[config.mk]
export PLATFORM = sky130hd
export DESIGN_NAME = rv32_mem_lsu
export DESIGN_NICKNAME = d
export VERILOG_FILES = /design/src/rtl/rv32_lsu_pkg.sv /design/src/rtl/rv32_load_align.sv /design/src/rtl/rv32_mem_lsu.sv
export SDC_FILE = /design/constraint.sdc
export NUM_CORES = 1
export LEC_CHECK = 0
export CAP_MARGIN = 20
export CELL_PAD_IN_SITES_DETAIL_PLACEMENT = 2
export CELL_PAD_IN_SITES_GLOBAL_PLACEMENT = 2
export CORE_ASPECT_RATIO = 1.2
export CORE_MARGIN = 3
export CORE_UTILIZATION = 26
export CTS_BUF_LIST = sky130_fd_sc_hd__clkbuf_4
export CTS_CLUSTER_DIAMETER = 100
export DETAILED_ROUTE_END_ITERATION = 8
export GPL_ROUTABILITY_DRIVEN = 0
export HOLD_SLACK_MARGIN = 0.1
export PLACE_DENSITY = 0.84
export SETUP_SLACK_MARGIN = 0.02
export SLEW_MARGIN = 20
export SYNTH_ARGS = -nofsm -noshare
export SYNTH_HDL_FRONTEND = slang
export SYNTH_HIERARCHICAL = 1
export SYNTH_SLANG_ARGS = --single-unit
[constraint.sdc]
create_clock -name clk -period 2.46 [get_ports clk]
set_clock_uncertainty 0.05 [all_clocks]
set_input_delay 0.369 -clock clk [delete_from_list [all_inputs] [get_ports clk]]
set_output_delay 0.369 -clock clk [all_outputs]
set_load 0.01 [all_outputs]
[src/rtl/rv32_lsu_pkg.sv]
// Shared types and helpers for the MEM-stage load/store unit.
// Latency and backpressure are not applicable: this file holds declarations only.
package rv32_lsu_pkg;

  typedef enum logic [1:0] {IDLE, REQ, WAIT, DONE} lsu_state_t;

  localparam logic [2:0] F3_B  = 3'b000;
  localparam logic [2:0] F3_H  = 3'b001;
  localparam logic [2:0] F3_W  = 3'b010;
  localparam logic [2:0] F3_BU = 3'b100;
  localparam logic [2:0] F3_HU = 3'b101;

  // Request register. The full address is kept because the load path needs addr[1:0].
  typedef struct packed {
    logic [31:0] addr;
    logic [3:0]  be;
    logic [31:0] wdata;
    logic        we;
    logic [2:0]  funct3;
  } req_t;

  function automatic logic [3:0] be_for(input logic [2:0] funct3, input logic [1:0] addr_lo);
    case (funct3)
      F3_B, F3_BU: be_for = 4'b0001 << addr_lo;
      F3_H, F3_HU: be_for = 4'b0011 << {addr_lo[1], 1'b0};
      default:     be_for = 4'b1111;
    endcase
  endfunction

  function automatic logic [31:0] store_data(input logic [2:0] funct3, input logic [31:0] wdata);
    case (funct3)
      F3_B:    store_data = {4{wdata[7:0]}};
      F3_H:    store_data = {2{wdata[15:0]}};
      default: store_data = wdata;
    endcase
  endfunction

  function automatic logic misaligned(input logic [2:0] funct3, input logic [1:0] addr_lo);
    case (funct3)
      F3_W:        misaligned = (addr_lo != 2'b00);
      F3_H, F3_HU: misaligned = addr_lo[0];
      default:     misaligned = 1'b0;
    endcase
  endfunction

endpackage

[src/rtl/rv32_load_align.sv]
// Selects the addressed byte or half-word lane of a read word and extends it to 32 bits.
// Latency: purely combinational. Backpressure: none, because it has no handshake.
module rv32_load_align
  import rv32_lsu_pkg::*;
(
  input  logic [31:0] rdata,
  input  logic [1:0]  addr_lo,
  input  logic [2:0]  funct3,
  output logic [31:0] data
);

  logic [7:0]  byte_lane;
  logic [15:0] half_lane;

  always_comb begin
    byte_lane = rdata[{addr_lo, 3'b000} +: 8];
    half_lane = addr_lo[1] ? rdata[31:16] : rdata[15:0];
    case (funct3)
      F3_B:    data = {{24{byte_lane[7]}}, byte_lane};
      F3_BU:   data = {24'h0, byte_lane};
      F3_H:    data = {{16{half_lane[15]}}, half_lane};
      F3_HU:   data = {16'h0, half_lane};
      default: data = rdata;
    endcase
  end

endmodule

[src/rtl/rv32_mem_lsu.sv]
// MEM-stage load/store unit. Minimum latency is 3 stall cycles for a load and 2 for a store.
// Backpressure: stall_out holds the pipeline until grant/response or until the bus times out.
module rv32_mem_lsu
  import rv32_lsu_pkg::*;
#(
  parameter int TIMEOUT = 255
) (
  input  logic        clk,
  input  logic        rst,
  input  logic        op_valid_in,
  input  logic        op_we_in,
  input  logic [2:0]  funct3_in,
  input  logic [31:0] addr_in,
  input  logic [31:0] wdata_in,
  output logic        stall_out,
  output logic [31:0] data_res_out,
  output logic        exc_misalign_out,
  output logic        bus_err_out,
  output logic        dmem_req,
  output logic        dmem_we,
  output logic [31:0] dmem_addr,
  output logic [3:0]  dmem_be,
  output logic [31:0] dmem_wdata,
  input  logic        dmem_gnt,
  input  logic        dmem_rvalid,
  input  logic [31:0] dmem_rdata
);

  localparam int CW = $clog2(TIMEOUT + 1);

  lsu_state_t    state, state_nxt;
  req_t          req;
  logic [CW-1:0] cnt;
  logic [31:0]   load_data;
  logic          aligned, accept, busy, at_limit, completing;

  assign aligned    = !misaligned(funct3_in, addr_in[1:0]);
  assign accept     = (state == IDLE) && op_valid_in && aligned;
  assign busy       = (state == REQ) || (state == WAIT);
  assign at_limit   = (cnt == CW'(TIMEOUT));
  assign completing = ((state == REQ) && dmem_gnt) || ((state == WAIT) && dmem_rvalid);

  // A grant or response arriving on the limit cycle still wins over the timeout.
  assign bus_err_out      = busy && at_limit && !completing;
  assign exc_misalign_out = (state == IDLE) && op_valid_in && !aligned;
  assign stall_out        = accept || busy;

  assign dmem_req   = (state == REQ);
  assign dmem_we    = req.we;
  assign dmem_addr  = {req.addr[31:2], 2'b00};
  assign dmem_be    = req.be;
  assign dmem_wdata = req.wdata;

  rv32_load_align u_load_align (
    .rdata   (dmem_rdata),
    .addr_lo (req.addr[1:0]),
    .funct3  (req.funct3),
    .data    (load_data)
  );

  always_comb begin
    state_nxt = state;
    case (state)
      IDLE: if (accept) state_nxt = REQ;
      REQ: begin
        if (dmem_gnt)      state_nxt = req.we ? DONE : WAIT;
        else if (at_limit) state_nxt = DONE;
      end
      WAIT: if (dmem_rvalid || at_limit) state_nxt = DONE;
      DONE:    state_nxt = IDLE;
      default: state_nxt = IDLE;
    endcase
  end

  always_ff @(posedge clk) begin
    if (rst) begin
      state        <= IDLE;
      req          <= '0;
      cnt          <= '0;
      data_res_out <= '0;
    end else begin
      state <= state_nxt;
      if (accept) begin
        req <= '{addr:   addr_in,
                 be:     be_for(funct3_in, addr_in[1:0]),
                 wdata:  store_data(funct3_in, wdata_in),
                 we:     op_we_in,
                 funct3: funct3_in};
        cnt <= '0;
      end else if (busy && !at_limit) begin
        // Saturates so that a grant on the limit cycle still times out in WAIT.
        cnt <= cnt + CW'(1);
      end
      if ((state == WAIT) && dmem_rvalid) data_res_out <= load_data;
      else if (bus_err_out)               data_res_out <= '0;
    end
  end

  a_req_hold: assert property (@(posedge clk) disable iff (rst)
    (dmem_req && !dmem_gnt && !bus_err_out) |=> (dmem_req && $stable(dmem_addr) &&
      $stable(dmem_be) && $stable(dmem_wdata) && $stable(dmem_we)));
  a_err_pulse: assert property (@(posedge clk) disable iff (rst) bus_err_out |=> !bus_err_out);
  a_done_free: assert property (@(posedge clk) disable iff (rst) (state == DONE) |-> !stall_out);

endmodule

# [Word level (Yosys, flattened, before mapping)]
# Cells that the tools add are included.
[op_classes] n_reduce_logical=24 n_shift=3 muxes=13 order_cmp=0 n_mul=0 n_addsub=1 div_mod_pow=0 n_eq_ne=14 bitwise=0
[op_table] cell="32-bit case mux with 4 select lines" count=1
[op_table] cell="32-bit 2-to-1 mux" count=2
[op_table] cell="32-bit case mux with 2 select lines" count=1
[op_table] cell="32-bit by 6-bit indexed part select with 8-bit output" count=1
[op_table] cell="16-bit 2-to-1 mux" count=1
[op_table] cell="3-bit == test (second input constant)" count=4
[op_table] cell="8-bit by 1-bit adder with 8-bit output (second input constant)" count=1
[op_table] cell="8-bit == test (second input constant)" count=1
[op_table] cell="1-bit logical AND" count=8
[op_table] cell="2-bit 2-to-1 mux" count=4
[op_table] cell="2-bit case mux with 4 select lines" count=1
[op_table] cell="4-bit case mux with 2 select lines" count=1
[op_table] cell="3-bit by 1-bit == test with 1-bit output (second input constant)" count=2
[op_table] cell="3-bit zero test" count=2
[op_table] cell="2-bit OR reduction" count=3
[op_table] cell="2-bit == test (second input constant)" count=2
[op_table] cell="1-bit logical OR" count=4
[op_table] cell="2-bit nonzero test" count=2
[op_table] cell="1-bit by 2-bit left shift with 4-bit output (first input constant)" count=1
[op_table] cell="2-bit by 2-bit left shift with 4-bit output (first input constant)" count=1
[op_table] cell="3-bit by 2-bit == test with 1-bit output (second input constant)" count=1
[op_table] cell="1-bit zero test" count=3
[op_table] cell="3-bit by 1-bit != test with 1-bit output (second input constant)" count=1
[op_table] cell="3-bit AND reduction" count=1
[op_table] cell="other kinds (6)" count=6
[totals] ff_bits=114 latch_bits=0 mem_bits_rw=0 in_bits=105 mem_bits_ro=0 memories=0

# [Logic depth before layout (Yosys ltp)]
# Gate-level depths: netlist (run 1).
[depth] word_depth=7 ltp_mapped=8 depth_no_buf=6

# [Cells and area by module]
# Netlist (run 1), hierarchy kept.
[modules_own_cells] mod="rv32_mem_lsu" area_per_inst_um2=4999.8 cells_per_inst=573 instances=1
[modules_own_cells] mod="rv32_load_align" area_per_inst_um2=845.8 cells_per_inst=96 instances=1

# [Least setup slack after synthesis (run 1)]
# OpenSTA, ideal clock, no wires.
[synth_timing] path_type="register -> register" start="register state[1]" end="register data_res_out[12]" stages_incl_launch_ff=9 synth_period_minus_slack_ns=1.902 setup_ns=0.117 arrival_time_ns=1.735 path_buffers=2 required_time_ns=2.293 slack_ns=0.558 path_cell_list="dfxtp_1 inv_1 ha_1 and3_1 nand4_1 and3b_1 clkbuf_1 buf_2 a22o_1"
[synth_between] elab_chain_len=6 elab_cells_between_ends=11
[synth_lines] element="from (decl)" line_no="rv32_mem_lsu.sv:31" source="lsu_state_t state, state_nxt;"
[synth_lines] element="from (signal assigned)" line_no="rv32_mem_lsu.sv:82" source="state <= state_nxt;"
[synth_lines] element="2-bit by 1-bit == test with 1-bit output / 2-bit == test (equally long branches)" line_no="rv32_mem_lsu.sv:39, rv32_mem_lsu.sv:41, rv32_mem_lsu.sv:94"
[synth_lines] element="1-bit logical AND (on tied branches)" line_no="rv32_mem_lsu.sv:41, rv32_mem_lsu.sv:94"
[synth_lines] element="1-bit logical OR" line_no="rv32_mem_lsu.sv:41" source="assign completing = ((state == REQ) && dmem_gnt) || ((state == WAIT) && dmem_rvalid);"
[synth_lines] element="1-bit zero test" line_no="rv32_mem_lsu.sv:44" source="assign bus_err_out = busy && at_limit && !completing;"
[synth_lines] element="1-bit logical AND" line_no="rv32_mem_lsu.sv:44"
[synth_lines] element="2-bit nonzero test (no source line)"
[synth_lines] element="to (signal assigned)" line_no="rv32_mem_lsu.sv:94" source="if ((state == WAIT) && dmem_rvalid) data_res_out <= load_data;"
[synth_lines] element="to (decl)" line_no="rv32_mem_lsu.sv:16" source="output logic [31:0] data_res_out,"
# Parallel ways exist; a longest one is shown, timed or not.
# A chain may end at the register's enable or synchronous reset.

# [Final worst setup path (run 1)]
[layout_timing] start="register state[1]" end="output bus_err_out"
[layout_between] elab_chain_len=5 elab_cells_between_ends=9
[layout_lines] element="2-bit by 1-bit == test with 1-bit output / 2-bit == test (equally long branches)" line_no="rv32_mem_lsu.sv:39, rv32_mem_lsu.sv:41"
[layout_lines] element="1-bit logical AND" line_no="rv32_mem_lsu.sv:41"
[layout_lines] element="1-bit logical OR" line_no="rv32_mem_lsu.sv:41"
[layout_lines] element="1-bit zero test" line_no="rv32_mem_lsu.sv:44"
[layout_lines] element="1-bit logical AND (*)" line_no="rv32_mem_lsu.sv:44"
[layout_lines] element="to (decl)" line_no="rv32_mem_lsu.sv:18" source="output logic bus_err_out,"
# Every way passes the cells marked *; elsewhere a longest branch is shown, timed or not.

==> results of run 1 <==
==> critical path: stages (launching register included) <==
cell,delay [ns]
dfxtp_4,0.39
inv_4,0.04
ha_4,0.26
and3_4,0.17
nand4_1,0.18
a21oi_2,0.15
buf_2,0.14
==> cell usage in the layout (no fill, tap or decap), types with 10 or more instances in the layout <==
master           netlist  layout
o21ai_0               10      10
dfxtp_1              114     112
nor2_1                31      30
a21oi_1               67      66
mux2i_1               23      23
a311oi_1              11      11
a2bb2oi_2             14      14
a22o_1                33      33
buf_4                 73      31
clkdlybuf4s50_1        0     203
a211oi_1              13      13
clkbuf_4               0      17
nor2b_1               10      10
nand2_1              122     122
==> synthesized netlist by cell type (2+ instances only) <==
master,count
a211oi_1,13
a21oi_1,67
a221o_1,7
a22o_1,33
a2bb2oi_1,6
a2bb2oi_2,14
a311oi_1,11
and2_1,5
and3_1,6
and4_1,2
buf_2,13
buf_4,73
buf_6,9
clkbuf_1,20
dfxtp_1,114
ha_1,5
inv_1,8
mux2_2,4
mux2i_1,23
nand2_1,122
nand2b_1,7
nand3_1,5
nand4_1,3
nor2_1,31
nor2b_1,10
nor3_1,7
o211ai_1,8
o21a_1,3
o21ai_0,10
o221ai_1,5
o311ai_1,2
==> sequential cells by signal (all words and copies together), names as in the netlist <==
| signal | count |
|---|---|
| cnt | 8 |
| dmem_addr | 30 |
| data_res_out | 32 |
| dmem_be | 4 |
| state | 2 |
| req | 5 |
| dmem_wdata | 32 |
| dmem_we | 1 |
==> routing by layer <==
metal	vias to the layer above	track usage [%]	share of wire [%]
met5	-	0	0
met4	0	4.34	1.0
met3	14	6.04	7.0
met2	170	31.0	51
met1	2666	19.5	41
li1	2597	-	-
==> timing repair <==
item | in CTS | in global routing
hold endpoints to repair | 0 | 0
resized for setup | 14 | 4
setup buffers | 0 | 4
pin swaps | 1 | 0
endpoints found under the setup margin | 3 | 1
==> cell families (layout without fill, tap and decap cells) <==
family	count (synthesis)	after routing	synth area share, %
buffers and inverters	125	284	14.1
multiplexers	28	28	4.97
flip-flops	114	114	39.0
adder cells (fa/ha/maj)	5	5	1.07
AND/OR/NAND/NOR	206	206	15.8
XOR/XNOR	1	1	0.150
AO/OA/AOI/OAI	189	189	24.8
other	1	3	0.0642
==> worst paths after layout <==
| kind | cells after the start | startpoint | slack, ns | end |
|---|---|---|---|---|
| setup / recovery | 6 | state[1] | 0.18 | bus_err_out |
| hold / removal | 3 | rst | 0.31 | data_res_out[21] |
| setup reg to reg | 7 | state[1] | 0.52 | data_res_out[9] |
| hold reg to reg | 2 | dmem_addr[8] | 0.41 | dmem_addr[8] |
==> layout make-up <==
cell class                      instances  area, um^2  area share [%]
Antenna cell                            1        2.50          0.0306
Clock buffer                           17         128            1.56
Clock inverter                         15         180            2.21
Inverter                                9        38.8           0.475
Multi-Input combinational cell        431        2790            34.2
Sequential cell                       114        2290            28.0
Tap cell                              274         343            4.20
Timing Repair Buffer                  243        2390            29.3
==> report_power, final <==
group / internal, mW / switching, mW
combinational: 1.47 / 1.54
clock: 0.714 / 0.844
sequential: 2.17 / 0.199
total: 4.36 / 2.58
==> flow_metrics.tcl, run 1 <==
set metrics [dict create \
    synth_top_area_share_pct 39.0 \
    ys_async_sr_fraction_pct 0 \
    drt_wl_total_mm 21.4 \
    drc 0 \
    clock_sinks 114 \
    setup_viol 0 \
    rsz0062_at_grt "true" \
    cp_max_fo 3 \
    area_growth_pct 39.7 \
    fin_cells 1104 \
    postCtsHoldBufs 0 \
    yosysTopAreaCell "dfxtp_1" \
    port_buffers 207 \
    hp-class "primary input to register" \
    fin_util_pct 37.2 \
    synth_seq_cells 114 \
    ys.flop_type "dfxtp_1" \
    grt_pass1_vias 5803 \
    grt_use_total_pct 17.3 \
    ys_seq_area_share_pct 39.0 \
    vias 5447 \
    yosysWarnings 6 \
    io_pins 210 \
    clk_path_buf_depth 2 \
    grt_overflow 0 \
    row_count 59 \
    drt_first_pass_iters 4 \
    cts_tree "yes" \
    clk-insertion-delay-late_ns 0.53 \
    grt_pass1_wl_mm 32.9 \
    finalHoldViolations 0 \
    synth_edf_count 0 \
    avgSynthCellArea_um2 8.74 \
    status "finished, final reports clean" \
    leakage_nw 2.94 \
    die_h_um 170 \
    finalSetupTns_ns 0 \
    worstMarginPinSlew_ns 0.599 \
    end_kind "primary output" \
    drv_cap 0 \
    syn_area_um2 5850 \
    routed_via_density 4.93 \
    netlist-cell-type-count 54 \
    grt_max_degree 78 \
    coreArea_um2 21900 \
    start_util_pct 26.7 \
    cp.arrival_ns 1.86 \
    ir_drop_mv 0.270 \
    fin_crit_sh_pct 92.7 \
    fin_ws_ns 0.178 \
    path_clk_slew_ns 0.12 \
    synthCells 669 \
    p_total_mw 6.94 \
    startpoint_type "register" \
    dpl-instance-area_um2 7800 \
    whs_ns 0.313 \
    dpl.hpwl_mm 15.9 \
    yosys-top-cells-area "dfxtp_1 39%, buf_4 9.4%, nand2_1 7.8%, a21oi_1 5.7%, a22o_1 4.9%" \
    wl_per_cell_um 19.4 \
    postRouteAntennaNets 0 \
    drive_above_1_share_pct 12.7 \
    slew_viol_final 0 \
    nets 926 \
    crit_type "register to primary output" \
    cts_buffers 17 \
    fin_crit_ns 2.28 \
    max_slew_margin_pct 60.0 \
    first_iter_violations 171 \
    die_x_um 143 \
    cts_root_buffer "clkbuf_4" \
    antenna_found_initial 1 \
    p_per_area_nw_per_um2 850 \
    fmax_mhz 438 \
    htreeDepth 4 \
    fin_area_um2 8170 \
    placedCellCount 1067 \
    preCtsSetupSlack_ns -0.0852 \
    fp.dieArea_um2 24300 \
    cp.required_ns 2.04 \
    fillers 2425 \
]
Note: power is estimated with default switching activity, not from simulation.
==> run 2: changes to the inputs <==
--- a/config.mk
+++ b/config.mk
@@ -10,13 +10,15 @@
 export CELL_PAD_IN_SITES_GLOBAL_PLACEMENT = 2
 export CORE_ASPECT_RATIO = 1.2
 export CORE_MARGIN = 3
-export CORE_UTILIZATION = 26
+export CORE_UTILIZATION = 38
 export CTS_BUF_LIST = sky130_fd_sc_hd__clkbuf_4
-export CTS_CLUSTER_DIAMETER = 100
+export CTS_CLUSTER_DIAMETER = 50
 export DETAILED_ROUTE_END_ITERATION = 8
+export DONT_BUFFER_PORTS = 1
 export GPL_ROUTABILITY_DRIVEN = 0
 export HOLD_SLACK_MARGIN = 0.1
-export PLACE_DENSITY = 0.84
+export MAX_ROUTING_LAYER = met4
+export PLACE_DENSITY = 0.86
 export SETUP_SLACK_MARGIN = 0.02
 export SLEW_MARGIN = 20
 export SYNTH_ARGS = -nofsm -noshare
==> flow_metrics.tcl, run 2 (same netlist as run 1, synthesis figures left out) <==
set metrics [dict create \
    wl_per_cell_um 26.7 \
    leakage_nw 2.50 \
    status "finished, final reports clean" \
    fmax_mhz 411 \
    antenna_found_initial 3 \
    dpl-instance-area_um2 5460 \
    first_iter_violations 340 \
    drv_cap 0 \
    grt_max_degree 77 \
    path_clk_slew_ns 0.12 \
    htreeDepth 4 \
    p_per_area_nw_per_um2 892 \
    vias 5408 \
    ir_drop_mv 0.435 \
    hp-class "primary input to register" \
    clk_path_buf_depth 2 \
    coreArea_um2 15000 \
    fin_crit_ns 2.43 \
    rsz0062_at_grt "false" \
    r2r_setup_slack_ns 0.10 \
    nets 813 \
    fillers 1597 \
    area_growth_pct 18.3 \
    postRouteAntennaNets 0 \
    fin_crit_sh_pct 98.9 \
    fin_cells 922 \
    start_util_pct 38.9 \
    clock_sinks 114 \
    drt_wl_total_mm 24.6 \
    cts_root_buffer "clkbuf_4" \
    fp.dieArea_um2 16900 \
    die_h_um 142 \
    crit_type "primary input to register" \
    clk-insertion-delay-late_ns 0.54 \
    drc 0 \
    end_kind "register" \
    cts_tree "yes" \
    worstMarginPinSlew_ns 0.595 \
    finalSetupTns_ns 0 \
    p_total_mw 6.17 \
    cts_buffers 17 \
    grt_use_total_pct 29.2 \
    placedCellCount 772 \
    startpoint_type "primary input" \
    use_met3_pct 10.3 \
    grt_pass1_wl_mm 36.8 \
    cp_max_fo 9 \
    grtUsageMet1_pct 28.0 \
    io_pins 210 \
    cp.arrival_ns 2.81 \
    port_buffers 0 \
    die_x_um 119 \
    cp.required_ns 2.84 \
    slew_viol_final 0 \
    whs_ns 0.148 \
    grt-busiest-layer "met2" \
    layout_commonest_cell "nand2_1" \
    drt_first_pass_iters 5 \
    dpl.hpwl_mm 13.2 \
    grtUsageMet2_pct 51.6 \
    routed_via_density 5.87 \
    max_slew_margin_pct 60.2 \
    fin_area_um2 6920 \
    layout_common_cells "122 x nand2_1, 112 x dlygate4sd3_1, 111 x dfxtp_1, 66 x a21oi_1, 33 x a22o_1" \
    row_count 49 \
    finalHoldViolations 0 \
    drive_above_1_share_pct 11.9 \
    grt_overflow 0 \
    grt_pass1_vias 6037 \
    setup_viol 0 \
]
run 2: cell types whose count changed in the layout (fill, tap and decap cells not counted), sizes merged, moves of 3 or more:
cell,change
dlygate4sd3,+112
clkinvlp,+3
buf,-20
clkdlybuf4s50,-203
inv,-4
run 2: final timing paths:
check	to	startpoint	depth (start not counted)
setup / recovery	dmem_wdata[8]	funct3_in[1]	5
hold / removal	state[0]	op_valid_in	3
setup reg to reg	data_res_out[3]	req[40]	5
hold reg to reg	dmem_addr[18]	dmem_addr[18]	2
run 2: layout make-up:
class | instances | area, um^2 | area share (%)
diodes | 3 | 7.51 | 0.109
clock buffers | 18 | 135 | 1.95
clock inverters | 13 | 96.3 | 1.39
inverters | 9 | 33.8 | 0.489
multi-input cells | 431 | 2800 | 40.5
flip-flops and latches | 114 | 2290 | 33.1
well taps | 204 | 255 | 3.69
repair buffers | 130 | 1300 | 18.8
run 2: what timing repair did:
item                                   4_1_cts  5_1_grt
pin swaps                                    0        2
setup endpoints to repair                    1        6
hold buffers                               110        3
resized for setup                            4        9
setup buffers                                0        3
endpoints found under the hold margin      102        2
run 2: per-stage QoR:
step	setup WS, ns	util [%]
finish	0.0268	46.0
global route	0.0139	46.0
CTS	0.0244	45.5
detailed placement	0.262	36.4
global placement	0.439	36.4
floorplan	0.558	-
run 2: per-layer routing:
metal,part of all wire [%],vias up
met1,35,2655
li1,-,2382
met5,0,-
met2,52,280
met4,5.3,0
met3,7.7,91
run 2: worst max-delay path, stage by stage:
cell and delay [ns]:
dlygate4sd3_1 0.72, nor3_4 0.54, mux2i_1 0.21, dlygate4sd3_1 0.61, a211oi_1 0.37
run 2: power breakdown:
part           total (mW)  internal (mW)  switching (mW)  leakage, nW
Clock                1.27          0.484           0.789        0.122
Sequential           2.61           2.17           0.437        0.932
Combinational        2.29          0.954            1.33         1.45
Total                6.17           3.61            2.56         2.50
==> run 3: changes to the inputs <==
--- a/config.mk
+++ b/config.mk
@@ -5,20 +5,20 @@
 export SDC_FILE = /design/constraint.sdc
 export NUM_CORES = 1
 export LEC_CHECK = 0
+export ABC_CLOCK_PERIOD_IN_PS = 2460
 export CAP_MARGIN = 20
 export CELL_PAD_IN_SITES_DETAIL_PLACEMENT = 2
 export CELL_PAD_IN_SITES_GLOBAL_PLACEMENT = 2
 export CORE_ASPECT_RATIO = 1.2
 export CORE_MARGIN = 3
-export CORE_UTILIZATION = 38
+export CORE_UTILIZATION = 34
 export CTS_BUF_LIST = sky130_fd_sc_hd__clkbuf_4
 export CTS_CLUSTER_DIAMETER = 50
 export DETAILED_ROUTE_END_ITERATION = 8
 export DONT_BUFFER_PORTS = 1
-export GPL_ROUTABILITY_DRIVEN = 0
 export HOLD_SLACK_MARGIN = 0.1
 export MAX_ROUTING_LAYER = met4
-export PLACE_DENSITY = 0.86
+export PLACE_DENSITY = 0.78
 export SETUP_SLACK_MARGIN = 0.02
 export SLEW_MARGIN = 20
 export SYNTH_ARGS = -nofsm -noshare
==> flow_metrics.tcl, run 3 (same netlist as run 1, synthesis figures left out) <==
set metrics [dict create \
    status "finished, final reports clean" \
    drc 0 \
    cts_root_buffer "clkbuf_4" \
    fmax_mhz 416 \
    drt_wl_total_mm 23.8 \
    fin_cells 929 \
    dpl-instance-area_um2 5460 \
    layout_commonest_cell "nand2_1" \
    crit_type "register to register" \
    dpl.hpwl_mm 13.3 \
    r2r_setup_slack_ns 0.05 \
    whs_endpoint "data_res_out[11]" \
    die_h_um 150 \
    drv_cap 0 \
    finalSetupTns_ns 0 \
    start_util_pct 35.4 \
    row_count 51 \
    grt_use_total_pct 25.1 \
    grt_max_degree 77 \
    hp-class "primary input to register" \
    first_iter_violations 328 \
    cts_buffers 17 \
    end_kind "register" \
    worstReg2RegEnd "dmem_be[1]" \
    fp.dieArea_um2 18800 \
    max_slew_margin_pct 51.8 \
    ff_latch_area_um2 2280 \
    grt_overflow 0 \
    fin_crit_sh_pct 97.8 \
    layout_common_cells "122 x nand2_1, 113 x dfxtp_1, 113 x dlygate4sd3_1, 66 x a21oi_1, 33 x a22o_1" \
    cp_max_fo 19 \
    htreeDepth 4 \
    fin_area_um2 6950 \
    postRouteAntennaNets 0 \
    coreArea_um2 16500 \
    setup_viol 0 \
    antenna_found_initial 2 \
    ir_drop_mv 0.279 \
    cp.arrival_ns 2.82 \
    area_growth_pct 18.9 \
    fillers 1786 \
    reg2reg_depth 8 \
    drive_above_1_share_pct 10.9 \
    hold_start "dmem_rdata[27]" \
    gp_congestion 0.828 \
    path_clk_slew_ns 0.11 \
    whs_ns 0.171 \
    reg2reg_from "state[1]" \
    vias 5280 \
    port_buffers 0 \
    cp.required_ns 2.87 \
    worstMarginPinSlew_ns 0.722 \
    clk-insertion-delay-late_ns 0.51 \
    holdPathStages 3 \
    die_x_um 126 \
    fin_crit_ns 2.41 \
    finalHoldViolations 0 \
    routed_via_density 5.68 \
    placedCellCount 778 \
    leakage_nw 2.53 \
    io_pins 210 \
    grt_pass1_wl_mm 35.7 \
    clk_path_buf_depth 2 \
    p_per_area_nw_per_um2 884 \
    startpoint_type "register" \
    wl_per_cell_um 25.6 \
    grt_pass1_vias 6025 \
    drt_first_pass_iters 6 \
    clock_sinks 114 \
    nets 815 \
    multiInputGateArea_um2 2790 \
    slew_viol_final 0 \
    cts_tree "yes" \
]
==> run 3: final cells by class <==
| class | count | area share (%) |
|---|---|---|
| Sequential cell | 114 | 32.8 |
| Timing Repair Buffer | 132 | 19.5 |
| Clock inverter | 10 | 1.03 |
| Tap cell | 212 | 3.82 |
| Multi-Input combinational cell | 431 | 40.2 |
| Clock buffer | 19 | 2.05 |
| Inverter | 9 | 0.486 |
| Antenna cell | 2 | 0.0720 |
==> run 3: how the worst max path moves through the flow <==
| stage | depth (start not counted) | endpoint | start | slack [ns] |
|---|---|---|---|---|
| global route | 8 | dmem_be[1] | state[1] | -0.06 |
| detailed placement | 7 | data_res_out[28] | state[1] | 0.28 |
| global placement | 7 | data_res_out[16] | state[1] | 0.46 |
| floorplan | 8 | data_res_out[12] | state[1] | 0.56 |
| finish | 8 | dmem_be[1] | state[1] | 0.05 |
| CTS | 5 | bus_err_out | state[0] | 0.05 |
==> run 3: critical path, stage by stage (launching register included) <==
cell	delay (ns)
dfxtp_2	0.35
inv_1	0.15
ha_4	0.18
and2_2	0.20
o311a_4	0.24
buf_6	0.19
nor2_1	0.09
a311oi_1	0.32
dlygate4sd3_1	0.60
==> run 3: repair_timing <==
| item | in CTS | in global routing |
|---|---|---|
| hold endpoints to repair | 103 | 2 |
| hold buffers | 112 | 2 |
| gates cloned | 0 | 2 |
| setup endpoints to repair | 2 | 6 |
| buffers inserted | 0 | 4 |
| gates resized for setup | 4 | 5 |
| pin swaps | 0 | 2 |
==> run 3: power breakdown <==
group | switching (mW) | internal [mW] | total [mW] | leakage (nW)
sequential | 0.420 | 2.17 | 2.59 | 0.931
clock | 0.724 | 0.485 | 1.21 | 0.121
combinational | 1.35 | 1.00 | 2.35 | 1.47
==> run 3: per-stage QoR <==
stage                     power (mW)  setup slack (ns)  util, %
after detailed placement        4.43             0.279     33.0
after global routing            6.54           -0.0554     42.1
after floorplan                 4.29             0.558        -
final                           6.14            0.0539     42.1
after CTS                       5.89            0.0477     41.3
after global placement          4.28             0.458     33.0
==> run 3: metal layers <==
metal | part of all wire (%) | track usage, % | up-vias
met5 | 0 | - | -
met4 | 2.6 | 9.27 | 0
met3 | 7.8 | 9.28 | 41
met2 | 54 | 46.2 | 218
met1 | 35 | 23.9 | 2648
li1 | - | - | 2373
